### src/rtl/sm_datapath.sv
// Datapath for the N-bit shift-add sequential multiplier: md/mr/rs registers plus a
// valid/ready product output stage. Optional illegal-control checking via SM_DP_ERRCHK_EN.
module sm_datapath #(
  parameter int N = 4
) (
  input  logic           clk,
  input  logic           rst,
  input  logic [N-1:0]   md_in,
  input  logic [N-1:0]   mr_in,
  input  logic           mdld,
  input  logic           mrld,
  input  logic           rsload,
  input  logic           rsclear,
  input  logic           rsshr,
  input  logic           done,
  input  logic           prod_rdy,
  output logic [N-1:0]   mr,
  output logic [2*N:0]   rs_q,
  output logic [2*N-1:0] prod,
  output logic           prod_vld,
  output logic           ovr,
  output logic           err
);

  typedef enum logic {
    EMPTY = 1'b0,
    FULL  = 1'b1
  } out_state_e;

  out_state_e     state_q, state_d;
  logic [N-1:0]   md_q, md_d;
  logic [N-1:0]   mr_q, mr_d;
  logic [2*N:0]   rs_d;
  logic [2*N-1:0] prod_q, prod_d;
  logic           ovr_q, ovr_d;
  logic [N:0]     sum_s;

  // Operand and running-sum next state; rsclear outranks rsload outranks rsshr.
  always_comb begin
    md_d  = md_q;
    mr_d  = mr_q;
    rs_d  = rs_q;
    sum_s = {1'b0, rs_q[2*N-1:N]} + {1'b0, md_q};
    if (mdld) begin
      md_d = md_in;
    end else begin
      md_d = md_q;
    end
    if (mrld) begin
      mr_d = mr_in;
    end else begin
      mr_d = mr_q;
    end
    if (rsclear) begin
      rs_d = '0;
    end else if (rsload) begin
      rs_d = {sum_s, rs_q[N-1:0]};
    end else if (rsshr) begin
      rs_d = {1'b0, rs_q[2*N:1]};
    end else begin
      rs_d = rs_q;
    end
  end

  // Output handshake: capture on done, drain on transfer, flag overwrite of an unaccepted product.
  always_comb begin
    state_d = state_q;
    prod_d  = prod_q;
    ovr_d   = ovr_q;
    case (state_q)
      EMPTY: begin
        if (done) begin
          state_d = FULL;
          prod_d  = rs_q[2*N-1:0];
        end else begin
          state_d = EMPTY;
        end
      end
      FULL: begin
        if (done) begin
          state_d = FULL;
          prod_d  = rs_q[2*N-1:0];
          if (!prod_rdy) begin
            ovr_d = 1'b1;
          end else begin
            ovr_d = ovr_q;
          end
        end else if (prod_rdy) begin
          state_d = EMPTY;
        end else begin
          state_d = FULL;
        end
      end
      default: begin
        state_d = EMPTY;
      end
    endcase
  end

  // State registers.
  always_ff @(posedge clk) begin
    if (rst) begin
      state_q <= EMPTY;
      md_q    <= '0;
      mr_q    <= '0;
      rs_q    <= '0;
      prod_q  <= '0;
      ovr_q   <= 1'b0;
    end else begin
      state_q <= state_d;
      md_q    <= md_d;
      mr_q    <= mr_d;
      rs_q    <= rs_d;
      prod_q  <= prod_d;
      ovr_q   <= ovr_d;
    end
  end

  assign mr       = mr_q;
  assign prod     = prod_q;
  assign prod_vld = (state_q == FULL);
  assign ovr      = ovr_q;

`ifdef SM_DP_ERRCHK_EN
  logic err_q;
  logic bad_s;

  assign bad_s = (rsclear & rsload) | (rsclear & rsshr) | (rsload & rsshr)
               | (done & (rsload | rsshr));

  // Sticky illegal-control flag.
  always_ff @(posedge clk) begin
    if (rst) begin
      err_q <= 1'b0;
    end else begin
      err_q <= err_q | bad_s;
    end
  end

  assign err = err_q;
`else
  assign err = 1'b0;
`endif

endmodule
### config.mk
export PLATFORM = sky130hd
export DESIGN_NAME = sm_datapath
export DESIGN_NICKNAME = d
export VERILOG_FILES = /design/src/rtl/sm_datapath.sv
export SDC_FILE = /design/constraint.sdc
export NUM_CORES = 1
export LEC_CHECK = 0
export BUFFER_PORTS_ARGS = -buffer_cell sky130_fd_sc_hd__buf_2
export CELL_PAD_IN_SITES_DETAIL_PLACEMENT = 2
export CELL_PAD_IN_SITES_GLOBAL_PLACEMENT = 2
export CORE_UTILIZATION = 26
export DETAILED_ROUTE_END_ITERATION = 16
export PLACE_DENSITY_LB_ADDON = 0.3
export SYNTH_ARGS = -nofsm -noshare
export SYNTH_HDL_FRONTEND = slang
export SYNTH_SLANG_ARGS = --single-unit
### constraint.sdc
create_clock -name clk -period 1.6 [get_ports clk]
set_clock_uncertainty 0.2 [all_clocks]
set_input_delay 0.32 -clock clk [delete_from_list [all_inputs] [get_ports clk]]
set_output_delay 0.32 -clock clk [all_outputs]
set_load 0.02 [all_outputs]
==> results of run 1 <==
worst max-delay path, cell delays in order (launching register included):
cell and delay, ps:
dfxtp_4 370, ha_4 130, inv_2 30, fa_2 350, nor2b_1 120, o21ai_1 60, a311oi_1 190
per-stage QoR:
step	setup TNS, ps	util (%)
floorplan	0	-
global placement	0	34.15
detailed placement	-27.92	34.15
CTS	0	35.36
global route	-61.03	35.75
finish	0	35.75
cell usage in the layout (no fill, tap or decap), types with 2 or more instances in the layout:
cell	count
buf_2	39
nor2_1	24
dfxtp_1	24
mux2i_1	21
nor2b_1	6
a211oi_1	5
buf_4	5
inv_1	4
a21oi_1	3
clkbuf_8	3
ha_4	2
ha_1	2
dfxtp_2	2
sequential cells by signal, summed over array words and instances, names as in the netlist:
| register | count |
|---|---|
| rs_q | 9 |
| md_q | 4 |
| mr | 4 |
| prod_vld | 1 |
| ovr | 1 |
| prod | 8 |
area by class of cell:
cell class                      count  area (µm²)
Fill cell                         473        2663
Tap cell                           50       62.56
Inverter                            5       18.77
Clock buffer                        3       41.29
Timing Repair Buffer               44       232.7
Clock inverter                      1       7.507
Sequential cell                    27       546.8
Multi-Input combinational cell     75       571.8
path summary, 6_finish.rpt:
path | slack (ps) | cells after the start | end
setup / recovery | 50 | 6 | rs_q[8]
setup reg to reg | 50 | 6 | rs_q[8]
hold reg to reg | 300 | 2 | prod[1]
hold / removal | 70 | 3 | mr[3]
what timing repair did:
action / 4_1_cts / 5_1_grt
gates resized for setup: 1 / 4
pin swaps: 1 / 2
setup buffers: 0 / 0
hold buffers: 0 / 0
endpoints found under the setup margin: 1 / 4
metal layers:
| metal | track usage, % | part of all wire (%) |
|---|---|---|
| met2 | 24.75 | 49 |
| met5 | 0 | 0 |
| met1 | 19.62 | 44 |
| met4 | 9.184 | 2.4 |
| met3 | 3.289 | 5.0 |
power by group:
group / switching (mW) / leakage [nW] / internal [mW]
sequential: 0.0162 / 0.222 / 0.692
combinational: 0.0953 / 0.452 / 0.0742
clock: 0.236 / 0.0217 / 0.178
total: 0.348 / 0.696 / 0.944
cell families (layout without fill, tap and decap cells):
| group | after synthesis | after routing | share of synthesized area [%] |
|---|---|---|---|
| flip-flops | 27 | 27 | 46.60 |
| buffers and inverters | 15 | 53 | 6.796 |
| XOR/XNOR | 1 | 1 | 0.7553 |
| AO/OA/AOI/OAI | 11 | 11 | 6.149 |
| adder cells (fa/ha/maj) | 5 | 5 | 6.041 |
| AND/OR/NAND/NOR | 35 | 35 | 14.24 |
| multiplexers | 22 | 22 | 19.09 |
| other | 1 | 1 | 0.3233 |
cell usage after synthesis, drive strengths merged:
cell type | n | share of area (%)
dfxtp | 27 | 47
nor2 | 24 | 7.8
mux2i | 21 | 18
nor2b | 6 | 3.2
a211oi | 5 | 3.2
buf | 5 | 3.5
clkbuf | 5 | 1.7
inv | 5 | 1.6
a21oi | 4 | 1.7
ha | 4 | 4.3
a311oi | 1 | 0.76
and4b | 1 | 0.86
conb | 1 | 0.32
fa | 1 | 1.7
mux2 | 1 | 0.97
nand2 | 1 | 0.32
nand3 | 1 | 0.43
nor4 | 1 | 1.1
o21ai | 1 | 0.43
or2 | 1 | 0.54
xor2 | 1 | 0.76
==> results.md, run 1 <==
- Net Count, Synth: 139
- Worst setup EP type: register
- Synth warn: 0
- Total track usage: 15.69%
- First-pass GRT wire length: 5209 µm
- Final hold vios: 0
- RSZ-0062 raised after global routing: true
- Critical path class: reg -> reg
- Vias per std cell: 4.546
- Total Power: 1.292 mW
- Worst Max-Slew Pin Slew: 602.6 ps
- CP startpoint kind: register
- Layout area overhead: 27.72%
- Relative slew slack: 59.82%
- Final hold slack: 65.28 ps
- Die height: 68.79 µm
- Startpoint of the worst hold path: mr_in[3]
- Post-Syn Area: 1160 µm²
- WL final: 3091 µm
- Ports: 41
- Worst Path Arrival: 1550 ps
- Post-route cell area: 1481 µm²
- # port buffers: 39
- Static leakage: 0.6956 nW
- Final Slew Violations: 0
- Share of layout cells above drive strength 1: 37.42%
- Hpwl dp: 2384 µm
- Vias post-DR: 932
- Worst Setup Slack post-DPL: -27.92 ps
- Placed Instances: 201
- Mean area per synthesized cell: 9.913 µm²
- Minimum clock period after layout: 1548 ps
- CP Max Fanout: 2
- Maximum root-to-sink buffer count: 2
- # setup viols final: 0
- Placed Area: 1415 µm²
- Router iterations before antenna repair: 2
- Root Buffer: clkbuf_8
- Initial antenna violation count: 0
- Max Cap Viol: 0
- Peak supply drop: 0.3219 mV
- Number of CTS-inserted buffers: 3
- PwrDens: 872.0 nW/µm²
- Layout net count: 178
- DRC violations left: 0
- Die W: 68.79 µm
- Period utilization: 96.75%
- Final worst setup slack: 52.02 ps
- Cell Count, Final, Fillers Out: 205
- CORE AREA: 4144 µm²
- Clock transition at path regs: 100 ps
- Syn Inst Count: 117
- Clk Latency, worst-skew pair: 290 ps
- Largest net degree at the start of global routing: 19
- Clock sink total: 27
- H-tree Lvls: 1
- Max Fclk: 646.0 MHz
- Global route overflow: 0
- Type of the most critical hold path: in -> reg
- Starting Density: 27.99%
- Initial DRC count: 32
- Routability congestion estimate: 0.7436
- Diode count: 0
- CP Launch Point: rs_q[4]
- CTS tree: done
- Flops & latches, synth: 27
- Avg WL per Cell: 15.08 µm
- Post-synth cell types: 24
- Status: complete, no violations
- FF-to-FF Start: rs_q[4]
- Post-route ant nets: 0
- Die ar.: 4732 µm²
- Vias in the first global route: 1029
- Post-synthesis sequential area ratio: 46.60%
- CP Data Required Time: 1600 ps
- FP Rows: 23
Note: power is estimated with default switching activity, not from simulation.
==> inputs of run 2 (changes only) <==
Settings changed: REMOVE_ABC_BUFFERS set to 1.
==> results.md, run 2 (synthesis gave the netlist of run 1 again) <==
- Post-route ant nets: 0
- Avg WL per Cell: 14.89 µm
- FF-to-FF setup slack: -40 ps
- Initial antenna violation count: 0
- Layout net count: 182
- Most common library cell in the layout ignoring fill and taps: buf_2
- Worst Path Arrival: 1640 ps
- Failing checks: setup timing
- Max Fclk: 607.9 MHz
- Ports: 41
- Initial DRC count: 25
- Period utilization: 102.8%
- Hpwl dp: 2294 µm
- WL final: 3113 µm
- Static leakage: 0.7185 nW
- FF-to-FF End: rs_q[6]
- CP Launch Point: rs_q[4]
- Clk Latency, worst-skew pair: 290 ps
- H-tree Lvls: 1
- Largest net degree at the start of global routing: 19
- Worst setup EP type: register
- Type of the most critical hold path: in -> reg
- # setup viols final: 1
- Status: complete, but fails checks
- Slowest CP cell: dfxtp_2
- Routability congestion estimate: 0.7778
- # port buffers: 39
- Diode count: 0
- Layout area overhead: 30.74%
- Minimum clock period after layout: 1645 ps
- Global route overflow: 0
- Critical path class: reg -> reg
- Die W: 68.79 µm
- CTS tree: done
- Crit path largest cell delay: 380 ps
- Clock transition at path regs: 110 ps
- Maximum root-to-sink buffer count: 2
- CP Data Required Time: 1590 ps
- Root Buffer: clkbuf_8
- First-pass GRT wire length: 4926 µm
- Register Area: 543.0 µm²
- Vias per std cell: 4.574
- Vias in the first global route: 969
- CORE AREA: 4144 µm²
- Final worst setup slack: -44.95 ps
- DRC violations left: 0
- Peak supply drop: 0.3035 mV
- Worst setup endpoint: rs_q[6]
- Setup TNS: -44.95 ps
- PwrDens: 871.6 nW/µm²
- Router iterations before antenna repair: 4
- Most frequent cells in the layout: 39 x buf_2, 25 x dfxtp_1, 24 x nor2_1, 21 x mux2i_1, 9 x buf_4
- Vias post-DR: 956
- Max reg flops: 9
- Die ar.: 4732 µm²
- CP startpoint kind: register
- Number of CTS-inserted buffers: 3
- CP Max Fanout: 2
- Final hold vios: 0
- # fillers: 478
- Total Power: 1.322 mW
- CP Cell Sequence: ha_4 -> inv_2 -> fa_2 -> xor2_1 -> a211oi_1
- Final Slew Violations: 0
- Clock sink total: 27
- FP Rows: 23
- RSZ-0062 raised after global routing: true
- Die height: 68.79 µm
- FF-to-FF Start: rs_q[4]
- Worst r2r path cells: 5
- Biggest register: rs_q
- Max Cap Viol: 0
- Share of layout cells above drive strength 1: 39.62%
- Footprint of the multi-input gates: 579.3 µm²
- Starting Density: 27.99%
- Total track usage: 14.63%
[run 2: worst min-delay path by stage]
stage	cells after the start	end	slack, ps	start
global route	3	mr[1]	80	mr_in[1]
detailed placement	2	ovr	260	ovr
global placement	2	ovr	250	ovr
CTS	3	md_q[0]	80	md_in[0]
floorplan	1	md_q[0]	190	rst
finish	3	md_q[2]	70	md_in[2]
[run 2: critical path, delay by kind of cell (launching register included)]
family,cells,cell delay [ps]
buffers and inverters,1,40
AOI/OAI and AO/OA,1,270
DFF,1,380
adders and majority gates,2,510
xor gates and xnor gates,1,160
[run 2: metrics by stage]
step,hold WS (ps),instance area (µm²),utilization [%],worst slack [ps],std cells
after floorplan,192.4,1100,-,-195.5,107
after global placement,246.0,1418,34.21,-41.34,204
after detailed placement,261.6,1418,34.21,-124.8,204
after CTS,76.92,1493,36.02,-8.558,209
after global routing,84.95,1516,36.59,-120.3,209
final,73.10,1516,36.59,-44.95,209
[run 2: layer usage]
layer	part of all wire (%)	global-route usage [%]
met5	0	0
met4	1.2	4.592
met3	4.7	4.276
met2	50	24.39
met1	44	18.05
[run 2: repair_timing]
action	in CTS	in global routing
setup endpoints to repair	2	4
hold buffers	0	0
resized for setup	7	4
pin swaps	4	1
buffers inserted	1	0
[run 2: area by class of cell]
| type | count | share of cell area (%) |
|---|---|---|
| tap | 50 | 4.125 |
| clock inverter | 1 | 0.5776 |
| inverter | 5 | 1.238 |
| multi-input combinational | 75 | 38.20 |
| clock buffer | 3 | 2.723 |
| timing repair buffer | 48 | 17.33 |
| sequential | 27 | 35.81 |
[run 2: power breakdown]
part | internal, mW | total [mW] | leakage, nW | switching (mW)
combinational | 0.0792 | 0.180 | 0.472 | 0.101
clock | 0.184 | 0.435 | 0.0261 | 0.251
sequential | 0.693 | 0.706 | 0.221 | 0.0128
==> inputs of run 3 (changes only) <==
Clock period 1.6 ns to 1.4 ns, I/O delays scaled along.
==> results.md, run 3 (synthesis gave the netlist of run 1 again) <==
- Status: complete, but fails checks
- Failing checks: setup timing
- Biggest register: rs_q
- Placed Area: 1433 µm²
- Crit path largest cell delay: 370 ps
- Die ar.: 4732 µm²
- Most common library cell in the layout ignoring fill and taps: buf_2
- # fillers: 466
- Final Slew Violations: 0
- CTS Hold Bufs: 0
- FF-to-FF setup slack: -220 ps
- CP Max Fanout: 2
- Avg WL per Cell: 15.83 µm
- Initial antenna violation count: 0
- Placed Instances: 206
- Clock transition at path regs: 100 ps
- Minimum clock period after layout: 1621 ps
- Largest delay share family, worst path: adder cells
- Startpoint of the worst hold path: mr_in[1]
- FF-to-FF Start: rs_q[4]
- Hold worst-path end: mr[1]
- Initial DRC count: 17
- Post-Route M1 WL: 1335 µm
- First-pass GRT wire length: 5451 µm
- Slowest CP cell: dfxtp_2
- WHS Path Cells: 3
- Worst Path Arrival: 1620 ps
- Global route overflow: 0
- FP Rows: 23
- Vias in the first global route: 1108
- RSZ-0062 raised after global routing: true
- Post-route cell area: 1590 µm²
- Maximum root-to-sink buffer count: 2
- Diode count: 0
- Router iterations before antenna repair: 3
- Vias post-DR: 1003
- Die height: 68.79 µm
- FF-to-FF End: rs_q[8]
- DRC violations left: 0
- Layout area overhead: 37.11%
- CP startpoint kind: register
- Post-route ant nets: 0
- Clk Latency, worst-skew pair: 280 ps
- Routability congestion estimate: 0.7953
- WL final: 3372 µm
- Hpwl dp: 2533 µm
- Max Fclk: 616.8 MHz
- Max Cap Viol: 0
- Root Buffer: clkbuf_8
- CP Data Required Time: 1400 ps
- CTS tree: done
- # setup viols final: 4
- Met2 wire len: 1875 µm
- Clock sink total: 27
- Vias per std cell: 4.709
- CORE AREA: 4144 µm²
- Number of CTS-inserted buffers: 3
- Final worst setup slack: -221.4 ps
- Met3 WL: 129 µm
- Peak supply drop: 0.5767 mV
- Share of layout cells above drive strength 1: 44.17%
- Most frequent cells in the layout: 35 x buf_2, 24 x nor2_1, 21 x mux2i_1, 20 x dfxtp_1, 12 x buf_4
- Top Metal Used: met4
- Layout net count: 186
- Max reg flops: 9
- # port buffers: 39
- Largest net degree at the start of global routing: 19
- Starting Density: 27.99%
- H-tree Lvls: 1
- Static leakage: 0.7396 nW
- Total track usage: 16.20%
- Worst r2r path cells: 6
- Final hold vios: 0
- Die W: 68.79 µm
- Type of the most critical hold path: in -> reg
- Period utilization: 115.8%
- PwrDens: 950.1 nW/µm²
- Cell Count, Final, Fillers Out: 213
- CP Cell Sequence: ha_4 -> inv_2 -> fa_2 -> nor2b_1 -> o21ai_1 -> a311oi_1
- Worst setup EP type: register
- CP Buf/Inv Count: 1
- Critical path class: reg -> reg
- Ports: 41
==> run 3: worst max-delay path by stage <==
stage                        from  endpoint  slack, ps  cells past startpoint
after detailed placement  rs_q[4]   rs_q[8]       -340                      6
final                     rs_q[4]   rs_q[8]       -220                      6
after floorplan           rs_q[4]   rs_q[8]       -400                      6
after CTS                 rs_q[4]   rs_q[8]       -210                      6
after global placement    rs_q[4]   rs_q[8]       -240                      6
after global routing      rs_q[4]   rs_q[8]       -310                      6
==> run 3: cell type report <==
cell class | count | area (µm²) | area share, %
flip-flops and latches | 27 | 549.3 | 34.54
clock buffers | 3 | 41.29 | 2.596
clock inverters | 1 | 7.507 | 0.4721
inverters | 5 | 18.77 | 1.180
repair buffers | 52 | 321.6 | 20.22
well taps | 50 | 62.56 | 3.934
multi-input cells | 75 | 589.3 | 37.06
==> run 3: worst reg2reg max path, stage by stage, from the launching register on <==
cell and delay (ps):
dfxtp_2 370, ha_4 150, inv_2 40, fa_2 360
nor2b_1 150, o21ai_1 80, a311oi_1 200
==> run 3: power breakdown <==
| part | internal [mW] | total, mW | switching (mW) |
|---|---|---|---|
| combinational | 0.105 | 0.224 | 0.119 |
| sequential | 0.793 | 0.810 | 0.0163 |
| clock | 0.203 | 0.477 | 0.275 |
==> run 3: timing repair <==
item,CTS,global route
setup buffers,3,1
gates resized for setup,21,4
endpoints found under the setup margin,8,9
hold endpoints to repair,0,0
pin swaps,2,3
==> run 3: layer usage <==
layer / GRT usage, % / up-vias
li1: - / 477
met1: 17.59 / 503
met2: 31.00 / 21
met3: 3.618 / 2
met4: 4.592 / 0
met5: 0 / -
==> run 3: stage by stage <==
| step | power, mW | setup TNS (ps) | util (%) | hold slack (ps) | setup WS, ps |
|---|---|---|---|---|---|
| global route | 1.590 | -936.2 | 38.38 | 40.47 | -307.6 |
| finish | 1.511 | -634.3 | 38.38 | 35.90 | -221.4 |
| detailed placement | 1.029 | -1072 | 34.57 | 270.2 | -338.2 |
| global placement | 1.015 | -563.5 | 34.57 | 245.3 | -240.9 |
| floorplan | 0.9186 | -1086 | - | 152.4 | -395.5 |
| CTS | 1.527 | -668.3 | 38.13 | 37.81 | -209.7 |
